File: config.mk
export PLATFORM = sky130hd
export DESIGN_NAME = core_l1_router
export DESIGN_NICKNAME = d
export VERILOG_FILES = /design/src/rtl/core_l1_router.sv
export SDC_FILE = /design/constraint.sdc
export NUM_CORES = 1
export LEC_CHECK = 0
export CORE_ASPECT_RATIO = 0.5
export CORE_MARGIN = 2
export CORE_UTILIZATION = 43
export DETAILED_ROUTE_END_ITERATION = 8
export GPL_TIMING_DRIVEN = 0
export MAX_ROUTING_LAYER = met4
export PLACE_DENSITY = 0.94
export SLEW_MARGIN = 20
export SYNTH_ARGS = -nofsm -noshare
export SYNTH_HDL_FRONTEND = slang
export SYNTH_SLANG_ARGS = --single-unit
File: constraint.sdc
create_clock -name clk -period 2.85 [get_ports clk]
set_input_delay 0.7125 -clock clk [delete_from_list [all_inputs] [get_ports clk]]
set_output_delay 0.7125 -clock clk [all_outputs]
set_load 0.02 [all_outputs]
File: src/rtl/core_l1_router.sv
// ============================================================================
// Module   : core_l1_router
// Brief    : Routes single outstanding core requests to split L1I/L1D caches.
// Revision : 1.0 - initial release
// ============================================================================
`default_nettype none

module core_l1_router #(
    parameter int                ADDR_W     = 32,
    parameter int                DATA_W     = 32,
    parameter int                OFFSET_W   = 6,
    parameter int                INDEX_W    = 5,
    parameter int                TAG_W      = ADDR_W - INDEX_W - OFFSET_W,
    parameter logic [ADDR_W-1:0] IMEM_LIMIT = 32'h1000_0000,
    parameter int                TIMEOUT    = 255
) (
    input  logic                 clk,
    input  logic                 nrst,
    input  logic                 req_valid,
    input  logic                 req_write,
    input  logic [ADDR_W-1:0]    req_addr,
    input  logic [DATA_W-1:0]    req_wdata,
    input  logic [DATA_W/8-1:0]  req_wstrb,
    output logic                 req_ready,
    output logic                 stall,
    output logic                 resp_valid,
    output logic                 resp_err,
    output logic [DATA_W-1:0]    read_data_L1_C,
    output logic [TAG_W-1:0]     tag_C_L1,
    output logic [INDEX_W-1:0]   index_C_L1,
    output logic [OFFSET_W-1:0]  offset,
    output logic                 read_C_L1I,
    output logic                 read_C_L1D,
    output logic                 write_C_L1D,
    output logic [DATA_W-1:0]    write_data_C_L1D,
    output logic [DATA_W/8-1:0]  write_strb_C_L1D,
    input  logic                 stall_L1I,
    input  logic                 stall_L1D,
    input  logic [DATA_W-1:0]    read_data_L1I_C,
    input  logic [DATA_W-1:0]    read_data_L1D_C
);

    localparam int STRB_W = DATA_W / 8;
    localparam int CNT_W  = (TIMEOUT > 0) ? $clog2(TIMEOUT + 1) : 1;
    localparam logic [CNT_W-1:0] CNT_LAST = (TIMEOUT > 0) ? CNT_W'(TIMEOUT - 1) : '0;

    typedef enum logic [1:0] {
        S_IDLE  = 2'd0,
        S_REQ_I = 2'd1,
        S_REQ_D = 2'd2,
        S_RESP  = 2'd3
    } state_t;

    state_t              state_q, state_d;
    logic [CNT_W-1:0]    cnt_q, cnt_d;
    logic [ADDR_W-1:0]   addr_q, addr_d;
    logic [DATA_W-1:0]   wdata_q, wdata_d;
    logic [STRB_W-1:0]   wstrb_q, wstrb_d;
    logic                wr_q, wr_d;
    logic                err_q, err_d;
    logic [DATA_W-1:0]   rdata_q, rdata_d;

    logic                sel_stall;
    logic [DATA_W-1:0]   sel_data;

    // Only the cache owning the current request is observed.
    assign sel_stall = (state_q == S_REQ_I) ? stall_L1I : stall_L1D;
    assign sel_data  = (state_q == S_REQ_I) ? read_data_L1I_C : read_data_L1D_C;

    always_comb begin
        state_d = state_q;
        cnt_d   = cnt_q;
        addr_d  = addr_q;
        wdata_d = wdata_q;
        wstrb_d = wstrb_q;
        wr_d    = wr_q;
        err_d   = err_q;
        rdata_d = rdata_q;

        case (state_q)
            S_IDLE: begin
                if (req_valid) begin
                    addr_d  = req_addr;
                    wdata_d = req_wdata;
                    wstrb_d = req_wstrb;
                    wr_d    = req_write;
                    err_d   = 1'b0;
                    cnt_d   = '0;
                    if (req_addr <= IMEM_LIMIT) begin
                        if (req_write) begin
                            // Instruction region is read-only: answer with an error, no cache access.
                            err_d   = 1'b1;
                            rdata_d = '0;
                            state_d = S_RESP;
                        end else begin
                            state_d = S_REQ_I;
                        end
                    end else begin
                        state_d = S_REQ_D;
                    end
                end
            end
            S_REQ_I, S_REQ_D: begin
                if (!sel_stall) begin
                    rdata_d = wr_q ? '0 : sel_data;
                    err_d   = 1'b0;
                    state_d = S_RESP;
                end else begin
                    cnt_d = cnt_q + 1'b1;
                    if ((TIMEOUT != 0) && (cnt_q == CNT_LAST)) begin
                        rdata_d = '0;
                        err_d   = 1'b1;
                        state_d = S_RESP;
                    end
                end
            end
            S_RESP: begin
                cnt_d   = '0;
                state_d = S_IDLE;
            end
            default: begin
                state_d = S_IDLE;
            end
        endcase
    end

    always_ff @(posedge clk) begin
        if (nrst) begin
            state_q <= S_IDLE;
            cnt_q   <= '0;
            addr_q  <= '0;
            wdata_q <= '0;
            wstrb_q <= '0;
            wr_q    <= 1'b0;
            err_q   <= 1'b0;
            rdata_q <= '0;
        end else begin
            state_q <= state_d;
            cnt_q   <= cnt_d;
            addr_q  <= addr_d;
            wdata_q <= wdata_d;
            wstrb_q <= wstrb_d;
            wr_q    <= wr_d;
            err_q   <= err_d;
            rdata_q <= rdata_d;
        end
    end

    assign req_ready        = (state_q == S_IDLE);
    assign stall            = (state_q == S_REQ_I) || (state_q == S_REQ_D);
    assign resp_valid       = (state_q == S_RESP);
    assign resp_err         = (state_q == S_RESP) && err_q;
    assign read_data_L1_C   = rdata_q;
    assign tag_C_L1         = addr_q[ADDR_W-1 -: TAG_W];
    assign index_C_L1       = addr_q[INDEX_W+OFFSET_W-1 -: INDEX_W];
    assign offset           = addr_q[OFFSET_W-1:0];
    assign read_C_L1I       = (state_q == S_REQ_I);
    assign read_C_L1D       = (state_q == S_REQ_D) && !wr_q;
    assign write_C_L1D      = (state_q == S_REQ_D) && wr_q;
    assign write_data_C_L1D = wdata_q;
    assign write_strb_C_L1D = wstrb_q;

endmodule

`default_nettype wire

---- Word-level counts from Yosys, hierarchy flattened ----
Index checks and enable logic that the tools add are counted.
word-level totals
  register bits ........................... 112
  bits of input ports ..................... 138
  output and inout bits ................... 107
  word-level logic and storage cells ...... 56
cells by class
  add/subtract/negate cells ............... 1
  magnitude comparators ................... 1
  eq/ne operators ......................... 9
  multiplexer cells ....................... 24
  reductions and logical operators ........ 13
operator list
  cell                                                                     count
  32-bit two-way mux                                                       7
  32-bit one-hot mux with 2 select lines                                   1
  32-bit by 29-bit <= comparator with 1-bit output, second input constant  1
  8-bit one-hot mux with 3 select lines                                    1
  8-bit two-way mux                                                        2
  2-bit two-way mux                                                        5
  8-bit by 1-bit adder with 8-bit output, second input constant            1
  8-bit == test, second input constant                                     1
  1-bit two-way mux                                                        6
  2-bit inequality test, second input constant                             3
  2-bit one-hot mux with 3 select lines                                    1
  2-bit AND reduction                                                      3
  5-bit AND reduction                                                      1
  2-bit == test, second input constant                                     2
  1-bit logical AND                                                        3
  3-bit inequality test, second input constant                             1
  3-bit AND reduction                                                      1
  2-bit by 1-bit == test with 1-bit output, second input constant          1
  2-bit logical NOT                                                        1
  2-bit by 1-bit inequality test with 1-bit output, second input constant  1
  1-bit one-hot mux with 2 select lines                                    1
  2-bit nonzero test                                                       1
  2-bit OR reduction                                                       1
  1-bit logical NOT                                                        1
  1-bit logical OR                                                         1

---- Logic depth before layout (Yosys ltp) ----
Gate-level depths: netlist of the first run.
  word-level depth ........................ 5
  depth in mapped cells ................... 9

---- Worst setup path after synthesis of the first run ----
Ideal clock, no wire load.
  path kind ............................... register -> register
  from .................................... reg state_q[0]
  to ...................................... reg rdata_q[10], in the netlist read_data_L1_C[10]
  setup time .............................. 72 ps
  arrival time ............................ 1,935 ps
  setup slack ............................. 843 ps
  cell stages (with the launch flop) ...... 10
  buffers on the path ..................... 2
  period minus slack after synthesis ...... 2,007 ps
  path through ............................ dfxtp_1 > inv_1 > ha_1 > buf_2 > inv_1 > a211oi_2 > nor3_1 > o21ai_2 > buf_6 > mux2i_1
between the ends
  cells in the longest elaborated chain, start to end .. 5
ends and longest elaborated chain
  element                                   RTL line    RTL
  start: declaration                        54          state_t state_q, state_d;
  start signal: assignment                  138         state_q <= state_d;
  2-bit by 1-bit == test with 1-bit output  67, 68, 80
  32-bit two-way mux                        68          assign sel_data = (state_q == S_REQ_I) ? read_data_L1I_C : read_data_L1D_C;
  32-bit two-way mux                        105         rdata_d = wr_q ? '0 : sel_data;
  32-bit two-way mux                        104         if (!sel_stall) begin
  32-bit one-hot mux with 2 select lines    80          case (state_q)
  end signal: assignment                    145         rdata_q <= rdata_d;
  end: declaration                          61          logic [DATA_W-1:0] rdata_q, rdata_d;
Several ways; a longest one is shown, not always the timed one.
A chain may end at the register's enable or synchronous reset.

---- Worst setup path after layout of the first run ----
  from .................................... in req_addr[3]
  to ...................................... reg rdata_q[16], in the netlist read_data_L1_C[16]
between the ends
  cells in the longest elaborated chain, start to end .. 3
ends and longest elaborated chain
  element                                                            RTL line  RTL
  start: declaration                                                 21        input logic [ADDR_W-1:0] req_addr,
  32-bit by 29-bit <= comparator with 1-bit output                   89        if (req_addr <= IMEM_LIMIT) begin
  2-bit by 1-bit inequality test with 1-bit output (no source line)  --
  5-bit AND reduction (no source line)                               --
No other way between the ends.

==> out/qor.yml, run 1 <==
global_routing:
  grt_max_degree: 18
  antenna_found_initial: 0
  track_usage: 0.2419
  grt-ovfl-total: 0
  grt_pass1_wl_microns: 22900
  grt_pass1_vias: 4823
pwr:
  peakVddDrop_v: 0.0003911
  power.total_uw: 5692
  leakage_uw: 0.002997
  p_per_area_nw_per_um2: 728.7
synth:
  synth_seq_cells: 112
  netlist_top_cells_area: "dfxtp_1 46%, nand2_1 14%, a21oi_1 7.7%"
  netlist_area_sq_um: 4857
  syn-instance-count: 571
  yosysSeqAreaShare: 0.4616
  synth.distinct_cells: 36
  syn_nets: 716
  ys.warnings.count: 0
  yosysTopAreaCell: "dfxtp_1"
  yosys.area.top_type_share: 0.4616
  syn_area_per_cell_sq_um: 8.506
sta:
  skew_ns: 0.004240
  slew_headroom: 0.6046
  final-setup-viol-count: 0
  max_freq_ghz: 0.3963
  min_period_ns: 2.523
  rsz0062_at_grt: "no"
  period_share: 0.8853
  timing_max_transition_violations_final: 0
  worst_pin_slew_ns: 0.5931
  hold_viol: 0
  setup_tns_ns: 0
critical_path:
  slowest_delay_ns: 0.46
  critPathLaunchType: "primary input"
  cp_cell_sequence: "clkdlybuf4s50_1 > nor4_1 > nand4_1 > o21ai_1 > o21ai_2 > buf_6 > mux2i_1"
  crit_path_end_kind: "register"
  reg2reg_slack_ns: 0.54
  crit_type: "in2reg"
  cpMaxStageDelayCell: "nor4_1"
  cp_top_family: "simple AND/OR/NAND/NOR gates"
  cp.buffers_inverters: 2
  cp.arrival_ns: 2.79
  crit_path_max_fanout: 10
  required_ns: 3.11
worst_hold_path:
  hp-class: "reg2reg"
cts:
  clk_pin_slew_ns: 0.07
  cts_tree: "done"
  cts_setup_buffers: 0
  cts_hold_buf: 0
  clock_path_buffers: 2
  insertion_delay_ns: 0.34
  cts_resized: 0
  numCtsBuffers: 9
  clock-sinks: 112
  root_buffer: "clkbuf_16"
  htree_levels: 3
floorplanning:
  die_h_microns: 79.15
  coreArea_sq_um: 11010
  dieArea_sq_um: 12210
  rows: 27
  die_x_microns: 154.3
  start_util: 0.4410
  io_pins: 245
routing:
  wl_per_cell_microns: 15.15
  first_pass_iters: 4
  ant_nets: 0
  via_per_inst: 4.963
  vias: 4839
  route.detailed.drc: 0
  drtIter0Drc: 176
  finalWirelength_microns: 14770
placed_design:
  dpl_cell_area_sq_um: 7471
  post-dp-hpwl_microns: 11330
  place.gp.congestion: 0.8677
  portBuffers: 243
layout:
  nFillCells: 825
  layout_common_cells: "243 x clkdlybuf4s50_1, 175 x nand2_1, 112 x dfxtp_1"
  finalNetCount: 970
  drive_gt1_frac: 0.07711
  diodes: 0
  final_common_cell: "clkdlybuf4s50_1"
  area_delta_synth_final_pct: 60.82
  fin_area_sq_um: 7811
status:
  run_status: "finished clean"
run:
  max-cap-violations: 0
[through the flow]
| step | utilization | cells | hold slack [ns] | setup WS (ns) |
|---|---|---|---|---|
| floorplan | - | 571 | 0.4690 | 0.8430 |
| global placement | 0.6784 | 959 | 0.4407 | 0.1322 |
| detailed placement | 0.6784 | 959 | 0.4457 | 0.07932 |
| CTS | 0.7093 | 975 | 0.4556 | 0.3607 |
| global route | 0.7093 | 975 | 0.4736 | 0.2450 |
| finish | 0.7093 | 975 | 0.4525 | 0.3268 |
[layer usage]
metal	global-route usage	vias up	wire length [microns]
met1	0.2567	2261	5960
met4	0.1000	0	459
li1	-	2396	-
met2	0.4448	143	7691
met3	0.05459	39	659
met5	-	-	0
[cells in the mapped netlist, drive strengths merged]
| cell | count |
|---|---|
| a211oi | 3 |
| a21o | 1 |
| a21oi | 75 |
| a311oi | 1 |
| and2 | 3 |
| and3 | 3 |
| and4 | 1 |
| and4b | 1 |
| buf | 15 |
| clkbuf | 23 |
| dfxtp | 112 |
| ha | 7 |
| inv | 5 |
| mux2 | 33 |
| mux2i | 33 |
| nand2 | 175 |
| nand2b | 35 |
| nand3 | 3 |
| nand4 | 5 |
| nor2 | 15 |
| nor2b | 2 |
| nor3 | 4 |
| nor4 | 5 |
| nor4b | 1 |
| o21ai | 3 |
| o32ai | 1 |
| xnor2 | 2 |
| xor2 | 4 |
[flip-flops by register name, summed over array words and instances (netlist names)]
name,count
err_q,1
state_q,2
cnt_q,8
addr_q,32
read_data_L1_C,32
wr_q,1
write_data_C_L1D,32
write_strb_C_L1D,4
[where the power goes]
part           leakage, uW  switching [uW]  internal [uW]  total, uW
clock             0.000169             559            845       1400
sequential        0.000913             117           1770       1890
combinational      0.00192            1310           1080       2400
total              0.00300            1990           3700       5690
[path summary, 6_finish.rpt]
kind,start,end,depth (start not counted)
min,addr_q[10],addr_q[10],2
max,req_addr[3],read_data_L1_C[16],7
min reg2reg,addr_q[10],addr_q[10],2
max reg2reg,state_q[0],read_data_L1_C[16],9
[tightest hold or removal path, delay by kind of cell (launching register included)]
kind	cells	cell delay (ns)
flip-flops	1	0.31
AND/OR/NAND/NOR	1	0.05
AO/OA/AOI/OAI	1	0.05
[layout make-up]
type / count / area, sq um / share of cell area
multi-input cells: 416 / 2420 / 0.3098
flip-flops and latches: 112 / 2242 / 0.2870
repair buffers: 243 / 2432 / 0.3114
well taps: 145 / 181.4 / 0.02323
plain buffers: 38 / 176.4 / 0.02259
clock inverters: 4 / 73.82 / 0.009451
clock buffers: 12 / 266.5 / 0.03412
inverters: 5 / 18.77 / 0.002403
[cells by family (layout without fill, tap and decap cells)]
| kind of cell | Yosys count | count (layout) | synth area share |
|---|---|---|---|
| adder cells (fa/ha/maj) | 7 | 7 | 0.01803 |
| AO/OA/AOI/OAI | 84 | 84 | 0.09196 |
| buffers and inverters | 43 | 302 | 0.04019 |
| AND/OR/NAND/NOR | 253 | 253 | 0.2303 |
| flip-flops | 112 | 112 | 0.4616 |
| multiplexers | 66 | 66 | 0.1471 |
| XOR/XNOR | 6 | 6 | 0.01082 |
(Power assumes the default switching activity.)
==> run 2, diff against run 1 <==
Settings changed: REMOVE_ABC_BUFFERS set to 1.
==> run 2 against run 1 <==
Net effect:
- core utilization shrank 0.57 points
- highest routed layer unchanged
- worst hold slack improved by 0.0028 ns
- sequential share of layout area increased by 0.23 points
- routed wire length up 3.2%
==> out/qor.yml, run 2 (synthesis gave the netlist of run 1 again) <==
status:
  run_status: "finished clean"
floorplanning:
  rows: 27
  dieArea_sq_um: 12210
  start_util: 0.4410
  die_x_microns: 154.3
  coreArea_sq_um: 11010
  die_h_microns: 79.15
  io_pins: 245
critical_path:
  crit_path_max_fanout: 35
  cp_cell_sequence: "clkdlybuf4s50_1 > and2_4 > a21oi_1 > nor3_1 > o21ai_4 > buf_16 > mux2i_1"
  reg2reg_slack_ns: 0.19
  crit_path_start: "req_valid"
  critPathLaunchType: "primary input"
  crit_type: "in2reg"
  crit_path_end_kind: "register"
  cpMaxStageDelayCell: "clkdlybuf4s50_1"
  slowest_delay_ns: 0.61
  reg2reg_depth: 8
  cp.arrival_ns: 2.98
  crit_end: "read_data_L1_C[24]"
  timing.rr.start: "state_q[1]"
  required_ns: 3.09
  r2r-end: "read_data_L1_C[24]"
layout:
  area_delta_synth_final_pct: 59.53
  diodes: 0
  drive_gt1_frac: 0.08020
  finalNetCount: 938
  nFillCells: 790
  layout_common_cells: "243 x clkdlybuf4s50_1, 174 x nand2_1, 112 x dfxtp_1"
  final_common_cell: "clkdlybuf4s50_1"
  fin_area_sq_um: 7749
  finalNonFillerCells: 943
placed_design:
  place_ws_ns: -0.4061
  dp_cells: 926
  place.gp.congestion: 0.7954
  post-dp-hpwl_microns: 10640
  portBuffers: 244
  dpl_cell_area_sq_um: 7418
cts:
  cts_setup_buffers: 0
  numCtsBuffers: 9
  cts_tree: "done"
  htree_levels: 3
  clock_path_buffers: 2
  insertion_delay_ns: 0.35
  clock-sinks: 112
  root_buffer: "clkbuf_16"
  clk_pin_slew_ns: 0.07
routing:
  finalWirelength_microns: 15250
  first_pass_iters: 5
  via_per_inst: 5.152
  drtIter0Drc: 289
  vias: 4858
  wl_per_cell_microns: 16.17
  route.detailed.drc: 0
  ant_nets: 0
pwr:
  power_frac_clock: 0.233
  power.total_uw: 5656
  p_switching_uw: 2079
  p_seq_frac: 0.335
  p_comb_frac: 0.431
  swShare: 0.3676
  leakage_uw: 0.002944
  p_per_area_nw_per_um2: 729.9
  peakVddDrop_v: 0.0003497
  p_int_uw: 3577
sta:
  min_period_ns: 2.743
  rsz0062_at_grt: "no"
  worst_pin_slew_ns: 0.7549
  slew_headroom: 0.4967
  final-setup-viol-count: 0
  timing_max_transition_violations_final: 0
  max_freq_ghz: 0.3646
  period_share: 0.9624
  hold_viol: 0
  setup_tns_ns: 0
  setup_ws_ns: 0.1073
  skew_ns: 0.01088
global_routing:
  antenna_found_initial: 0
  track_usage: 0.2465
  grt_pass1_wl_microns: 23360
  grt_pass1_vias: 4875
  grt-ovfl-total: 0
  grt_max_degree: 70
worst_hold_path:
  hp-class: "reg2reg"
run:
  max-cap-violations: 0
run 2: metal layers:
layer / GRT usage / wire, microns / vias to the layer above
met5: - / 0 / -
met3: 0.04694 / 591 / 53
li1: - / - / 2341
met1: 0.2575 / 6041 / 2302
met4: 0.1028 / 498 / 0
met2: 0.4655 / 8114 / 162
run 2: power by group through the flow:
stage               Clock (uW)  Sequential [uW]  Combinational [uW]
finish                    1320             1900                2440
global route              1390             1920                2600
CTS                       1340             1890                2430
detailed placement           0             1930                2370
global placement             0             1910                2270
floorplan                    0             2130                1140
run 2: per-stage QoR:
stage               hold WS (ns)  utilization
finish                    0.4553       0.7036
global route              0.4699       0.7036
CTS                       0.4563       0.7034
detailed placement        0.4453       0.6736
global placement          0.4411       0.6633
floorplan                 0.4630            -
run 2: how the worst min path moves through the flow:
stage                                end  cells after the start  slack, ns                  from
detailed placement  write_data_C_L1D[26]                      2       0.45  write_data_C_L1D[26]
global placement               addr_q[9]                      2       0.44             addr_q[9]
finish                        addr_q[26]                      2       0.46            addr_q[26]
CTS                 write_data_C_L1D[26]                      2       0.46  write_data_C_L1D[26]
floorplan                           wr_q                      2       0.46                  wr_q
global route        write_data_C_L1D[26]                      2       0.47  write_data_C_L1D[26]
run 2: timing repair:
item                       4_1_cts  5_1_grt
resized for setup                1        1
hold buffers                     0        0
gates cloned                     1        0
setup endpoints to repair       19        1
hold endpoints to repair         0        0
run 2: critical path, delay by kind of cell:
family                 cells  cell delay, ns
and+or+nand+nor            2            0.82
muxes                      1            0.13
buffers and inverters      2            0.87
AOI/OAI and AO/OA          2            0.43
run 2: area by class of cell:
type / instances / area (sq um) / share of cell area
timing repair buffer: 248 / 2530 / 0.3265
multi-input combinational: 417 / 2466 / 0.3183
sequential: 112 / 2242 / 0.2894
clock buffer: 9 / 225.2 / 0.02907
tap: 145 / 181.4 / 0.02341
clock inverter: 7 / 85.08 / 0.01098
inverter: 5 / 18.77 / 0.002422
==> patch, RTL diff (settings of run 1) <==
Reset style: asynchronous (`nrst`), changed in one clocked block.
--- a/src/rtl/core_l1_router.sv
+++ b/src/rtl/core_l1_router.sv
@@ -125,5 +125,5 @@
     end
 
-    always_ff @(posedge clk) begin
+    always_ff @(posedge clk or posedge nrst) begin
         if (nrst) begin
             state_q <= S_IDLE;
Formal check against the unedited RTL: differs if nrst is asserted again (counterexample within 4 cycles, from zero or initial values and one cycle with nrst high); with nrst held inactive, the same outputs for 4 cycles.
==> patch against run 1 <==
- synthesized cell count fell by 39%
- sequential cell count unchanged
- setup slack worse by 0.25 ns
- area after synthesis grew 4.2%
- worst hold slack better by 0.043 ns
- wire length is 3.5% lower
- cell area up 3.3%
- largest cell class is now sequential cells
Power is not compared: it rests on default switching activity, and its combinational part moved more than twofold at a synthesized area within 25%.
==> patch: results (changes against run 1) <==
[status]
status = finished clean  ; unchanged

[drt]
wl_met3_um = 785  ; was 659 um
dr_wl_met2_mm = 7.27  ; was 7.69 mm
vias = 3936  ; was 4,839
m1WireLength_mm = 5.71  ; was 5.96 mm
wl_per_cell_um = 18.5  ; was 15.1 um

[logic_synthesis]
synth_common_cells = dfrtp_1 (112), mux2_2 (69), mux2i_1 (33)  ; was nand2_1 (175), dfxtp_1 (112), a21oi_1 (75)
synth.most_common_cell = dfrtp_1  ; was nand2_1
netlist_instances = 349  ; was 571
ys_seq_area_share_pct = 55.4  ; was 46.2%
synth_cell_types = 38  ; was 36
async_reset_ff_share_pct = 100  ; was 0%
synthesis.nets = 494  ; was 716
synth.area.top_cells = dfrtp_1 (55%), mux2_2 (15%), o2bb2ai_2 (8.9%)  ; was dfxtp_1 (46%), nand2_1 (14%), a21oi_1 (7.7%)

[sta]
clock_skew_ns = 0.00677  ; was 0.00424 ns
hold_ws_ns = 0.496  ; was 0.453 ns
tightest_slew_ns = 0.660  ; was 0.593 ns

[placement]
gp_congestion = 0.888  ; was 0.868
port_buffers = 244  ; was 243
pre_cts_ws_ns = -0.231  ; was 0.0793 ns
hpwl_mm = 11.2  ; was 11.3 mm

[worst_setup_path]
rr_endpoint = read_data_L1_C[9]$_DFFE_PP0P_  ; was read_data_L1_C[16]$_SDFFE_PP0P_
reg2reg_depth = 7  ; was 9
r2r_start = state_q[0]$_DFFE_PP0P_  ; was state_q[0]$_SDFFE_PP0P_
worstPathArrival_ns = 2.98  ; was 2.79 ns
r2r_slack_ns = 0.23  ; was 0.54 ns

[hold_path]
min_from = read_data_L1_C[31]$_DFFE_PP0P_  ; was addr_q[10]$_SDFFE_PP0P_
hold_path_depth = 1  ; was 2
min_to = read_data_L1_C[31]$_DFFE_PP0P_  ; was addr_q[10]$_SDFFE_PP0P_

[global_route]
grt_pass1_vias = 4142  ; was 4,823
grt_pass1_wl_mm = 21.5  ; was 22.9 mm

[final_layout]
drive_above_1_share_pct = 21.2  ; was 7.71%

## patch: worst max path at each step
stage	cells after the start	end	start	slack [ns]
2_1_floorplan	9	read_data_L1_C[0]$_DFFE_PP0P_	state_q[1]$_DFFE_PP0P_	0.47
3_5_place_dp	7	read_data_L1_C[0]$_DFFE_PP0P_	req_addr[1]	-0.23
4_1_cts	3	stall	state_q[0]$_DFFE_PP0P_	0.11
6_report	7	read_data_L1_C[0]$_DFFE_PP0P_	req_addr[1]	0.08
5_1_grt	3	stall	state_q[0]$_DFFE_PP0P_	0.05
3_3_place_gp	2	write_data_C_L1D[15]$_DFFE_PP0P_	nrst	-0.29
## patch: logic make-up (layout without fill, tap and decap cells)
| group | after synthesis | after routing | share of synthesized area, % |
|---|---|---|---|
| fa+ha+maj | 7 | 7 | 1.73 |
| xor+xnor | 6 | 6 | 1.04 |
| buf+inv | 23 | 286 | 2.92 |
| mux | 102 | 102 | 21.9 |
| compound gates | 51 | 51 | 11.8 |
| simple gates | 48 | 48 | 5.19 |
| flops | 112 | 112 | 55.4 |
## patch: where the power goes
group / switching, W / internal [W]
registers: 0.000401 / 0.00229
clock network: 0.000585 / 0.000594
logic: 0.00240 / 0.00249
## patch: timing repair
action / in CTS / in global routing
setup endpoints to repair: 0 / 1
hold buffers: 0 / 0
resized for setup: 0 / 1
## patch: worst max-delay path: stages
cell and delay [ns]:
clkdlybuf4s50_1 0.42, nor4_1 0.45, nand4_1 0.24, or3_4 0.40
a311o_4 0.46, buf_6 0.17, o2bb2ai_2 0.12
## patch: final cells by class
class                   instances  area, um^2
plain buffers                  17         125
clock buffers                   9         225
clock inverters                 6        43.8
fillers                       751        3150
inverters                       6        26.3
multi-input cells             214        2110
flip-flops and latches        112        2800
well taps                     159         199
repair buffers                248        2540
## patch: metrics by stage
| step | cell area (um^2) | TNS (ns) | util (%) |
|---|---|---|---|
| final | 8070 | 0 | 72.0 |
| after global routing | 8070 | 0 | 72.0 |
| after CTS | 8070 | 0 | 71.9 |
| after detailed placement | 7800 | -6.77 | 69.5 |
| after global placement | 7700 | -37.17 | 68.7 |
| after floorplan | 5060 | 0 | - |
## patch: layer usage
layer | vias up | track usage, %
met5 | - | -
met4 | 0 | 10.7
met3 | 45 | 5.02
met2 | 139 | 40.7
met1 | 1951 | 25.7
li1 | 1801 | -
